<file path="src/rtl/ascon_perm_scheduler_if.sv">
// Handshake and state bus between the ASCON round scheduler and its user/datapath.
// The slave side is the scheduler; the master side is the mode FSM plus round datapath.
interface ascon_perm_scheduler_if;
   logic             start_i;
   logic             mode_i;
   logic [4:0][63:0] state_i;
   logic [4:0][63:0] round_result_i;
   logic [4:0][63:0] round_state_o;
   logic [7:0]       round_const_o;
   logic [3:0]       round_idx_o;
   logic             busy_o;
   logic             ready_o;
   logic             done_o;
   logic [4:0][63:0] state_o;

   modport slave (
      input  start_i, mode_i, state_i, round_result_i,
      output round_state_o, round_const_o, round_idx_o, busy_o, ready_o, done_o, state_o
   );

   modport master (
      output start_i, mode_i, state_i, round_result_i,
      input  round_state_o, round_const_o, round_idx_o, busy_o, ready_o, done_o, state_o
   );
endinterface

</file>
<file path="src/rtl/ascon_perm_scheduler.sv">
// Round scheduler for the ASCON permutation: owns the 320-bit state and steps an
// external single-round datapath through pa or pb, one round per clock.
module ascon_perm_scheduler #(
   parameter int ROUNDS_A = 12,
   parameter int ROUNDS_B = 6
) (
   input  logic                 clock_i,
   input  logic                 reset_i,
   ascon_perm_scheduler_if.slave bus
);
   typedef enum logic [1:0] {IDLE, RUN, DONE} fsm_t;

   // pa/pb use the tail of the constant table, so a short run starts part-way in.
   localparam logic [3:0] IDX_A    = 4'(12 - ROUNDS_A);
   localparam logic [3:0] IDX_B    = 4'(12 - ROUNDS_B);
   localparam logic [3:0] IDX_LAST = 4'd11;

   fsm_t             fsm_q;
   fsm_t             fsm_d;
   logic [4:0][63:0] state_q;
   logic [3:0]       idx_q;
   logic             accept;

   always_ff @(posedge clock_i) begin
      if (reset_i) begin
         fsm_q   <= IDLE;
         state_q <= '0;
         idx_q   <= '0;
      end else begin
         fsm_q <= fsm_d;
         if (accept) begin
            state_q <= bus.state_i;
            idx_q   <= bus.mode_i ? IDX_B : IDX_A;
         end else if (fsm_q == RUN) begin
            state_q <= bus.round_result_i;
            if (idx_q != IDX_LAST) begin
               idx_q <= idx_q + 4'd1;
            end
         end
      end
   end

   always_comb begin
      fsm_d = fsm_q;
      case (fsm_q)
         IDLE:    if (bus.start_i) fsm_d = RUN;
         RUN:     if (idx_q == IDX_LAST) fsm_d = DONE;
         DONE:    fsm_d = bus.start_i ? RUN : IDLE;
         default: fsm_d = IDLE;
      endcase
   end

   always_comb begin
      bus.ready_o = (fsm_q == IDLE) || (fsm_q == DONE);
      bus.busy_o  = (fsm_q == RUN);
      bus.done_o  = (fsm_q == DONE);
      accept      = bus.ready_o && bus.start_i;
   end

   assign bus.round_state_o = state_q;
   assign bus.state_o       = state_q;
   assign bus.round_idx_o   = idx_q;
   assign bus.round_const_o = {4'hF - idx_q, idx_q};
endmodule

</file>
<file path="src/flat_wrapper.sv">
// flat-port wrapper written by rule: the top's interface ports become plain ports
module ascon_perm_scheduler_flat 
#(
   parameter int ROUNDS_A = 12,
   parameter int ROUNDS_B = 6
)
  (clock_i, reset_i, bus_start_i, bus_mode_i, bus_state_i, bus_round_result_i, bus_round_state_o, bus_round_const_o, bus_round_idx_o, bus_busy_o, bus_ready_o, bus_done_o, bus_state_o);
  ascon_perm_scheduler_if bus_i ();
  input  logic clock_i;
  input  logic reset_i;
  input wire logic [$bits(bus_i.start_i)-1:0] bus_start_i;
  input wire logic [$bits(bus_i.mode_i)-1:0] bus_mode_i;
  input wire logic [$bits(bus_i.state_i)-1:0] bus_state_i;
  input wire logic [$bits(bus_i.round_result_i)-1:0] bus_round_result_i;
  output wire logic [$bits(bus_i.round_state_o)-1:0] bus_round_state_o;
  output wire logic [$bits(bus_i.round_const_o)-1:0] bus_round_const_o;
  output wire logic [$bits(bus_i.round_idx_o)-1:0] bus_round_idx_o;
  output wire logic [$bits(bus_i.busy_o)-1:0] bus_busy_o;
  output wire logic [$bits(bus_i.ready_o)-1:0] bus_ready_o;
  output wire logic [$bits(bus_i.done_o)-1:0] bus_done_o;
  output wire logic [$bits(bus_i.state_o)-1:0] bus_state_o;
  assign bus_i.start_i = bus_start_i;
  assign bus_i.mode_i = bus_mode_i;
  assign bus_i.state_i = bus_state_i;
  assign bus_i.round_result_i = bus_round_result_i;
  assign bus_round_state_o = bus_i.round_state_o;
  assign bus_round_const_o = bus_i.round_const_o;
  assign bus_round_idx_o = bus_i.round_idx_o;
  assign bus_busy_o = bus_i.busy_o;
  assign bus_ready_o = bus_i.ready_o;
  assign bus_done_o = bus_i.done_o;
  assign bus_state_o = bus_i.state_o;
  ascon_perm_scheduler #(.ROUNDS_A(ROUNDS_A), .ROUNDS_B(ROUNDS_B)) u_core (.clock_i(clock_i), .reset_i(reset_i), .bus(bus_i));
endmodule
</file>
<file path="config.mk">
export PLATFORM = sky130hd
export DESIGN_NAME = ascon_perm_scheduler_flat
export DESIGN_NICKNAME = d
export VERILOG_FILES = /design/src/rtl/ascon_perm_scheduler_if.sv /design/src/rtl/ascon_perm_scheduler.sv /design/src/flat_wrapper.sv
export SDC_FILE = /design/constraint.sdc
export NUM_CORES = 1
export LEC_CHECK = 0
export ABC_AREA = 1
export CAP_MARGIN = 20
export CORE_AREA = 2 2 500 502
export CTS_CLUSTER_DIAMETER = 50
export DETAILED_ROUTE_END_ITERATION = 8
export DIE_AREA = 0 0 502 504
export GPL_TIMING_DRIVEN = 0
export PLACE_DENSITY = 0.3
export SLEW_MARGIN = 20
export SYNTH_ARGS = -nofsm -noshare
export SYNTH_HDL_FRONTEND = slang
export SYNTH_SLANG_ARGS = --single-unit
</file>
<file path="constraint.sdc">
create_clock -name clock_i -period 1.1 [get_ports clock_i]
set_input_delay 0.33 -clock clock_i [delete_from_list [all_inputs] [get_ports clock_i]]
set_output_delay 0.33 -clock clock_i [all_outputs]
set_load 0.1 [all_outputs]
</file>
Word-level counts from Yosys, hierarchy flattened
Index checks and enable logic that the tools add are counted.

Input port bits: 644. Latch bits: 0. Memory bits (writable): 0. Bits in read-only memories: 0. Register bits: 326. Memories: 0. Output and inout port bits: 655.

Reductions and logical operators: 7. Magnitude comparators: 0. Multipliers: 0. Div/mod/pow operators: 0. Bitwise logic cells: 0. Eq/ne operators: 6. $add $sub $neg: 2. Shift-type cells: 0. Muxes and demuxes: 10.

Operators with widths (number): $mux W320 (2); $mux W4 (3); $pmux W2 S3 (1); $add A4 B1 Y4 const B (1); $eq A4 B4 Y1 const B (1); $mux W2 (2); $ne A4 B4 Y1 const B (1); $reduce_and A2 Y1 (2); $reduce_bool A2 Y1 (2); $sub A4 B4 Y4 const A (1); $mux W3 (1); $eq A2 B1 Y1 const B (1); $eq A2 B2 Y1 const B (1); $logic_not A2 Y1 (1); $ne A2 B1 Y1 const B (1); $ne A2 B2 Y1 const B (1); $logic_and A1 B1 Y1 (1); $logic_or A1 B1 Y1 (1); $mux W1 (1).

Longest topological paths before layout
Word-level depth: 5. Gate-level depth with buffers: 9. Gate-level depth less buffers: 8.

Least setup slack after synthesis
OpenSTA, ideal clock, no wires.

Path kind: register to register. Start: reg u_core.idx_q[2] (netlist: u_core.bus.round_idx_o[2]). End: reg u_core.idx_q[1] (netlist: u_core.bus.round_idx_o[1]). Period minus slack after synthesis: 2520 ps. Slack: -1420 ps. Library setup time: 118 ps. Cell stages (with the launch flop): 8. Data required time: 982 ps. Arrival time: 2401 ps. Buffers on the path: 0. Cells stage by stage: dfxtp_1 > inv_1 > nand3_1 > nand2_1 > nand2_1 > inv_1 > nor2_1 > nor2_1.

Longest elaborated chain between the ends: 3.

RTL lines: start, declared (line ascon_perm_scheduler.sv:21) `logic [3:0] idx_q;`; start signal, assigned (line ascon_perm_scheduler.sv:33) `idx_q <= bus.mode_i ? IDX_B : IDX_A;`; start signal, assigned (line ascon_perm_scheduler.sv:37) `idx_q <= idx_q + 4'd1;`; $ne A4 B4 Y1 (line ascon_perm_scheduler.sv:36) `if (idx_q != IDX_LAST) begin`; $reduce_bool A2 Y1 (no source line); $reduce_and A2 Y1 (no source line).

Every way passes these cells. A chain may end at the register's enable or synchronous reset.

Worst setup path after layout
Start: reg u_core.fsm_q[0]. End: out bus_busy_o.

Longest elaborated chain between the ends: 1.

RTL lines: start, declared (line ascon_perm_scheduler.sv:18) `fsm_t fsm_q;`; start signal, assigned (line ascon_perm_scheduler.sv:30) `fsm_q <= fsm_d;`; $eq A2 B1 Y1 (line ascon_perm_scheduler.sv:55) `bus.busy_o = (fsm_q == RUN);`; end, declared (line flat_wrapper.sv:18) `output wire logic [$bits(bus_i.busy_o)-1:0] bus_busy_o;`.

Every way passes these cells.

==> impl_metrics.toml <==
[timing]
max_freq_ghz = 0.4760
rsz0062_at_grt = "true"
post-route-period-util = 1.910
setup_slack_ns = -1.001
setup_violations = 981
slew-limit-headroom = 0.4137
finalHoldViolations = 0
min_period_ns = 2.101
drv_slew = 0
hold_slack_ns = 0.2700
finClkSkew_ns = 0.01675
tightestPinTransition_ns = 0.8794

[power]
leakagePower_nw = 20.23
p_per_area_nw_per_um2 = 1810
peakVddDrop_mv = 0.9711

[final_layout]
finish.utilization = 0.1987
drive_gt1_frac = 0.4175
final_area_sq_um = 49180
syn2layout_area_growth_pct = 182.2
nNetsFinal = 4563

[outcome]
status = "complete, but fails checks"
violations = "negative setup slack"

[worst_setup_path]
cpPeakStageDelay_ns = 0.39
crit_buf_inv = 4
critPathMaxFanout = 3
crit_slowest_cell = "dfxtp_4"
crit_type = "reg -> out"
r2r-start = "u_core.fsm_q[0]"
worstSetupStartpointType = "register"
required_ns = 0.77
cp_common_cell = "buf_12"
cp-end-kind = "output pin"
path_delay_family = "buffers and inverters"
r2r_cells = 13
worst-r2r-setup-slack_ns = -0.93
crit_arrival_ns = 1.77
reg2reg_to = "u_core.bus.round_state_o[290]"
crit_path_cell_trace = "inv_12 > nor2_8 > buf_12 > buf_12 > buf_12"

[detailed_routing]
ant_nets = 0
vias = 22780
dr.pass1.iters = 5
viasPerCell = 3.106
drc_errors = 0
drtIter0Drc = 993
drt-total-wl_mm = 196.6
wl_per_cell_um = 26.80

[synth]
synth_area_per_cell_sq_um = 7.049
yosysMostFrequentCell = "buf_4"
ys_types = 19
synthTopCellsByArea = "dfxtp_1 (37%), buf_4 (15%), o21ai_1 (9.5%)"
netlist_area_sq_um = 17420
yosysSeqAreaShare = 0.3746
synth_top_area_frac = 0.3746
ys_ff_latch = 326
synth_nets = 3117
synth_flop_cell = "dfxtp_1"
synth_edf_count = 0
synth_warnings = 0
synth_top_cell_by_area = "dfxtp_1"
synth_common_cells = "buf_4 (337), nand2_1 (334), o21ai_1 (332), inv_1 (330), dfxtp_1 (326)"
synthArstFlopShare = 0
syn_inst = 2472

[global_routing]
grt_max_degree = 13
track_usage = 0.1490
first_global_vias = 23160
grt-ovfl-total = 0
grt_pass1_wl_mm = 246.3
antenna_found_initial = 84

[placement]
place_area_sq_um = 37830
gp_congestion = 0.8733
dpl.hpwl_mm = 169.7
port_buffers = 1298
post-place-ws_ns = -2.228

[clock_network]
cts.sinks = 326
clkTransAtPathRegs_ns = 0.05
cts_buffers = 81
cts_tree = "done"
cts-root-buf = "clkbuf_16"
postCtsHoldBufs = 0
htreeDepth = 3
clk_latency_ns = 0.69
cts_max_path_buffers = 3

[floorplanning]
coreArea_sq_um = 247500
rows = 183
die_h_um = 504
start_util = 0.07040
die_area_sq_um = 253000
die_w_um = 502
num_io_pins = 1299

[flow_run]
cap_viol_max_count = 0

[min_path]
hp-class = "in -> reg"
whs_path_depth = 3
hold_end = "u_core.bus.round_state_o[183]"
min_from = "bus_state_i[183]"
==> registers in the layout, indices dropped and copies added (netlist names) <==
register and count:
u_core.bus.round_state_o 320, u_core.fsm_q 2, u_core.bus.round_idx_o 4
==> cells by family after synthesis <==
| logic type | Yosys count | share of synthesized area |
|---|---|---|
| AO/OA/AOI/OAI | 964 | 0.2770 |
| buffers and inverters | 832 | 0.2706 |
| AND/OR/NAND/NOR | 349 | 0.07705 |
| flip-flops | 326 | 0.3746 |
| adder cells (fa/ha/maj) | 1 | 0.0007180 |
==> stage by stage <==
| stage | setup TNS (ns) | power, mW | std cells |
|---|---|---|---|
| after floorplan | -61.77 | 41.02 | 2472 |
| after global placement | -1096.22 | 54.08 | 7100 |
| after detailed placement | -985.76 | 53.57 | 7101 |
| after CTS | -863.00 | 86.15 | 7272 |
| after global routing | -745.72 | 92.31 | 7315 |
| final | -632.83 | 89.02 | 7334 |
==> metal layers <==
layer  part of all wire  track usage
met5             0.0019            0
met4              0.022      0.02551
met3               0.13      0.07790
met2               0.46       0.2474
met1               0.39       0.1705
==> cells in the final DEF (no fill, tap or decap), types with 3 or more instances in the layout <==
cell	count
o21ai_1	398
bufinv_16	22
buf_16	21
clkinvlp_4	11
buf_12	640
a21oi_1	321
clkinv_16	3
o21ai_0	244
buf_4	56
clkinv_2	12
dfxtp_4	325
clkinv_1	5
nor2_1	6
inv_1	325
clkbuf_16	88
clkbuf_2	12
clkbuf_1	38
buf_6	77
clkdlybuf4s50_1	643
nand3_1	3
buf_8	332
buf_2	35
clkinv_4	4
nand2_1	332
diode_2	23
clkbuf_4	10
==> final cells by class <==
class,instances,area [sq um]
Fill cell,27300,198300
Tap cell,3330,4167
Antenna cell,23,57.56
Clock buffer,89,2057
Clock inverter,57,970.9
Sequential cell,326,7746
Buffer,480,6292
Inverter,332,1276
Timing Repair Buffer,1383,20400
Multi-Input combinational cell,1314,6208
==> worst register-to-register path, delay by kind of cell, from the launching register on <==
kind / cells / cell delay [ns]
flip-flops: 1 / 0.39
AO/OA/AOI/OAI: 2 / 0.19
AND/OR/NAND/NOR: 2 / 0.31
buffers and inverters: 9 / 1.04
==> report_power, final <==
group          internal (mW)  switching, mW
Combinational           17.2           27.7
Sequential              13.4           2.90
Clock                   18.7           9.15
Total                   49.3           39.7
==> worst max-delay path by stage <==
stage / from / endpoint / slack, ns / depth (start not counted)
global route: u_core.fsm_q[0] / bus_busy_o / -1.15 / 5
floorplan: u_core.bus.round_idx_o[2] / u_core.bus.round_idx_o[1] / -0.67 / 7
detailed placement: reset_i / u_core.bus.round_state_o[55] / -2.23 / 6
CTS: u_core.fsm_q[0] / bus_busy_o / -1.20 / 5
global placement: reset_i / u_core.bus.round_state_o[55] / -2.21 / 6
finish: u_core.fsm_q[0] / bus_busy_o / -1.00 / 5
==> repair_timing <==
item | in CTS | in global routing
cloned | 0 | 7
setup buffers | 41 | 37
gates resized for setup | 3648 | 2011
setup endpoints to repair | 981 | 981
pin swaps | 1 | 2
Power figures use the tool's default switching activity.
==> variant (config.mk and constraints unchanged) <==
`ROUNDS_B` is set to 6 in 2 places; all go to 4.
--- a/src/rtl/ascon_perm_scheduler.sv
+++ b/src/rtl/ascon_perm_scheduler.sv
@@ -2,7 +2,7 @@
 // external single-round datapath through pa or pb, one round per clock.
 module ascon_perm_scheduler #(
    parameter int ROUNDS_A = 12,
-   parameter int ROUNDS_B = 6
+   parameter int ROUNDS_B = 4
 ) (
    input  logic                 clock_i,
    input  logic                 reset_i,
--- a/src/flat_wrapper.sv
+++ b/src/flat_wrapper.sv
@@ -2,7 +2,7 @@
 module ascon_perm_scheduler_flat 
 #(
    parameter int ROUNDS_A = 12,
-   parameter int ROUNDS_B = 6
+   parameter int ROUNDS_B = 4
 )
   (clock_i, reset_i, bus_start_i, bus_mode_i, bus_state_i, bus_round_result_i, bus_round_state_o, bus_round_const_o, bus_round_idx_o, bus_busy_o, bus_ready_o, bus_done_o, bus_state_o);
   ascon_perm_scheduler_if bus_i ();
Formal check against the unedited RTL: not equivalent (a bounded check fails within 4 cycles, from zero or initial values and one cycle with reset_i high).
==> variant against the original RTL <==
The flow still finishes with violations (setup timing); worst setup slack improved by 0.15 ns; sequential cell count did not move; synthesized area shrank 12%; clock power fell by 13%; routed wire length is 0.77% higher; global-route usage fell by 0.22 points; synthesized cell count decreased by 26%; final area fell by 2.5%; highest routed layer unchanged; total power is 3.4% lower; cell count fell by 8.3%.
==> variant: results <==
{
  "status": "finished, violations left",
  "violations": "setup timing",
  "leakage_nw": 17.86,
  "largest_register_ffs": 320,
  "ys.flop_type": "dfxtp_1",
  "numCtsBuffers": 77,
  "io_buffers": 1298,
  "slew_headroom_pct": 34.04,
  "crit_fanout": 2,
  "grt_pass1_wl_um": 240200,
  "syn_nets": 2469,
  "switching_share_pct": 46.07,
  "grt_max_degree": 12,
  "drt_iter0_markers": 1023,
  "fillerInstances": 27140,
  "setup_violations": 981,
  "antenna_found_initial": 113,
  "crit_arrival_ns": 1.62,
  "ys_warn_count": 0,
  "vdd_drop_max_v": 0.0009520,
  "yosysSeqAreaShare_pct": 42.43,
  "gp_congestion": 0.9018,
  "via_per_inst": 3.142,
  "setup_ws_ns": -0.8463,
  "fin_cells": 6725,
  "slowest_stage": "dfxtp_4",
  "cp_top_family": "buffers and inverters",
  "final_nets": 3948,
  "synth_common_cells": "333 x buf_4, 326 x dfxtp_1, 324 x a21oi_1",
  "drive_above_1_share_pct": 53.21,
  "syn_area_per_cell_um2": 8.433,
  "synth.distinct_cells": 20,
  "grt_pass1_vias": 21290,
  "grtUsageTotal_pct": 14.68,
  "dp.cells": 6454,
  "finClkSkew_ns": 0.01931,
  "finalHoldViolCount": 0,
  "wirelength_um": 198100,
  "synth_area_leaders": "dfxtp_1 42%, buf_4 16%, o22ai_1 13%, a21oi_1 11%, o21ai_0 6.7%",
  "dp_hpwl_um": 167000
}
## variant: cell count changes in the layout (fill, tap and decap cells not counted), moves of 30 or more
cell     delta
nand2_1   -328
o21ai_0    -91
o22ai_2    +30
inv_1     -324
o21ai_1   -237
o22ai_1   +266
## variant: worst paths after layout
path / from / endpoint / slack [ns] / cells after the start
setup / recovery: u_core.fsm_q[0] / bus_busy_o / -0.85 / 5
hold / removal: bus_round_result_i[303] / u_core.bus.round_state_o[303] / 0.27 / 3
setup reg to reg: u_core.fsm_q[0] / u_core.bus.round_state_o[11] / -0.84 / 11
hold reg to reg: u_core.bus.round_state_o[284] / u_core.bus.round_state_o[284] / 0.56 / 2
## variant: what timing repair did
action                                  4_1_cts  5_1_grt
hold buffers                                  0        0
endpoints found under the setup margin      980      981
pin swaps                                     2       17
gates cloned                                  0       17
buffers inserted                             42       63
resized for setup                          3813     2051
## variant: final cells by class
type | instances | area (um2) | share of cell area (%)
clock inverters | 48 | 576.8 | 1.203
plain buffers | 479 | 6216 | 12.97
inverters | 10 | 70.07 | 0.1462
clock buffers | 94 | 2063 | 4.304
flip-flops and latches | 326 | 7747 | 16.16
multi-input cells | 988 | 6073 | 12.67
well taps | 3330 | 4167 | 8.692
repair buffers | 1421 | 20950 | 43.70
diodes | 29 | 72.57 | 0.1514
## variant: kinds of logic (layout without fill, tap and decap cells)
family,after synthesis,count (layout),share of synthesized area (%)
other,0,29,0
buffers and inverters,510,2052,22.68
AOI/OAI and AO/OA,966,966,34.04
DFF,326,326,42.43
adders and majority gates,1,1,0.08133
and+or+nand+nor,21,21,0.7728
## variant: metrics by stage
| stage | TNS (ns) | setup WS, ns | power (W) | area, um2 | utilization [%] |
|---|---|---|---|---|---|
| floorplan | -59.20 | -0.6186 | 0.04079 | 19230 | - |
| global placement | -1033.54 | -2.350 | 0.05357 | 36380 | 14.70 |
| detailed placement | -950.14 | -1.883 | 0.05317 | 35960 | 14.53 |
| CTS | -768.64 | -1.031 | 0.08239 | 42930 | 17.35 |
| global route | -647.11 | -0.9552 | 0.08890 | 47880 | 19.34 |
| finish | -565.01 | -0.8463 | 0.08599 | 47940 | 19.37 |
## variant: layer usage
layer	share of wire [%]	wire [um]	track usage (%)
met3	12	24440	7.770
met5	0.25	487	0
met2	44	87610	23.21
met1	41	80670	17.47
met4	2.5	4854	3.072
## variant: power by group through the flow
stage          Clock, W  Sequential, W  Combinational [W]
5_1_grt          0.0257         0.0165             0.0468
3_3_place_gp          0         0.0159             0.0377
4_1_cts          0.0252         0.0159             0.0413
3_5_place_dp          0         0.0159             0.0373
2_1_floorplan         0         0.0243             0.0165
6_report         0.0242         0.0163             0.0455
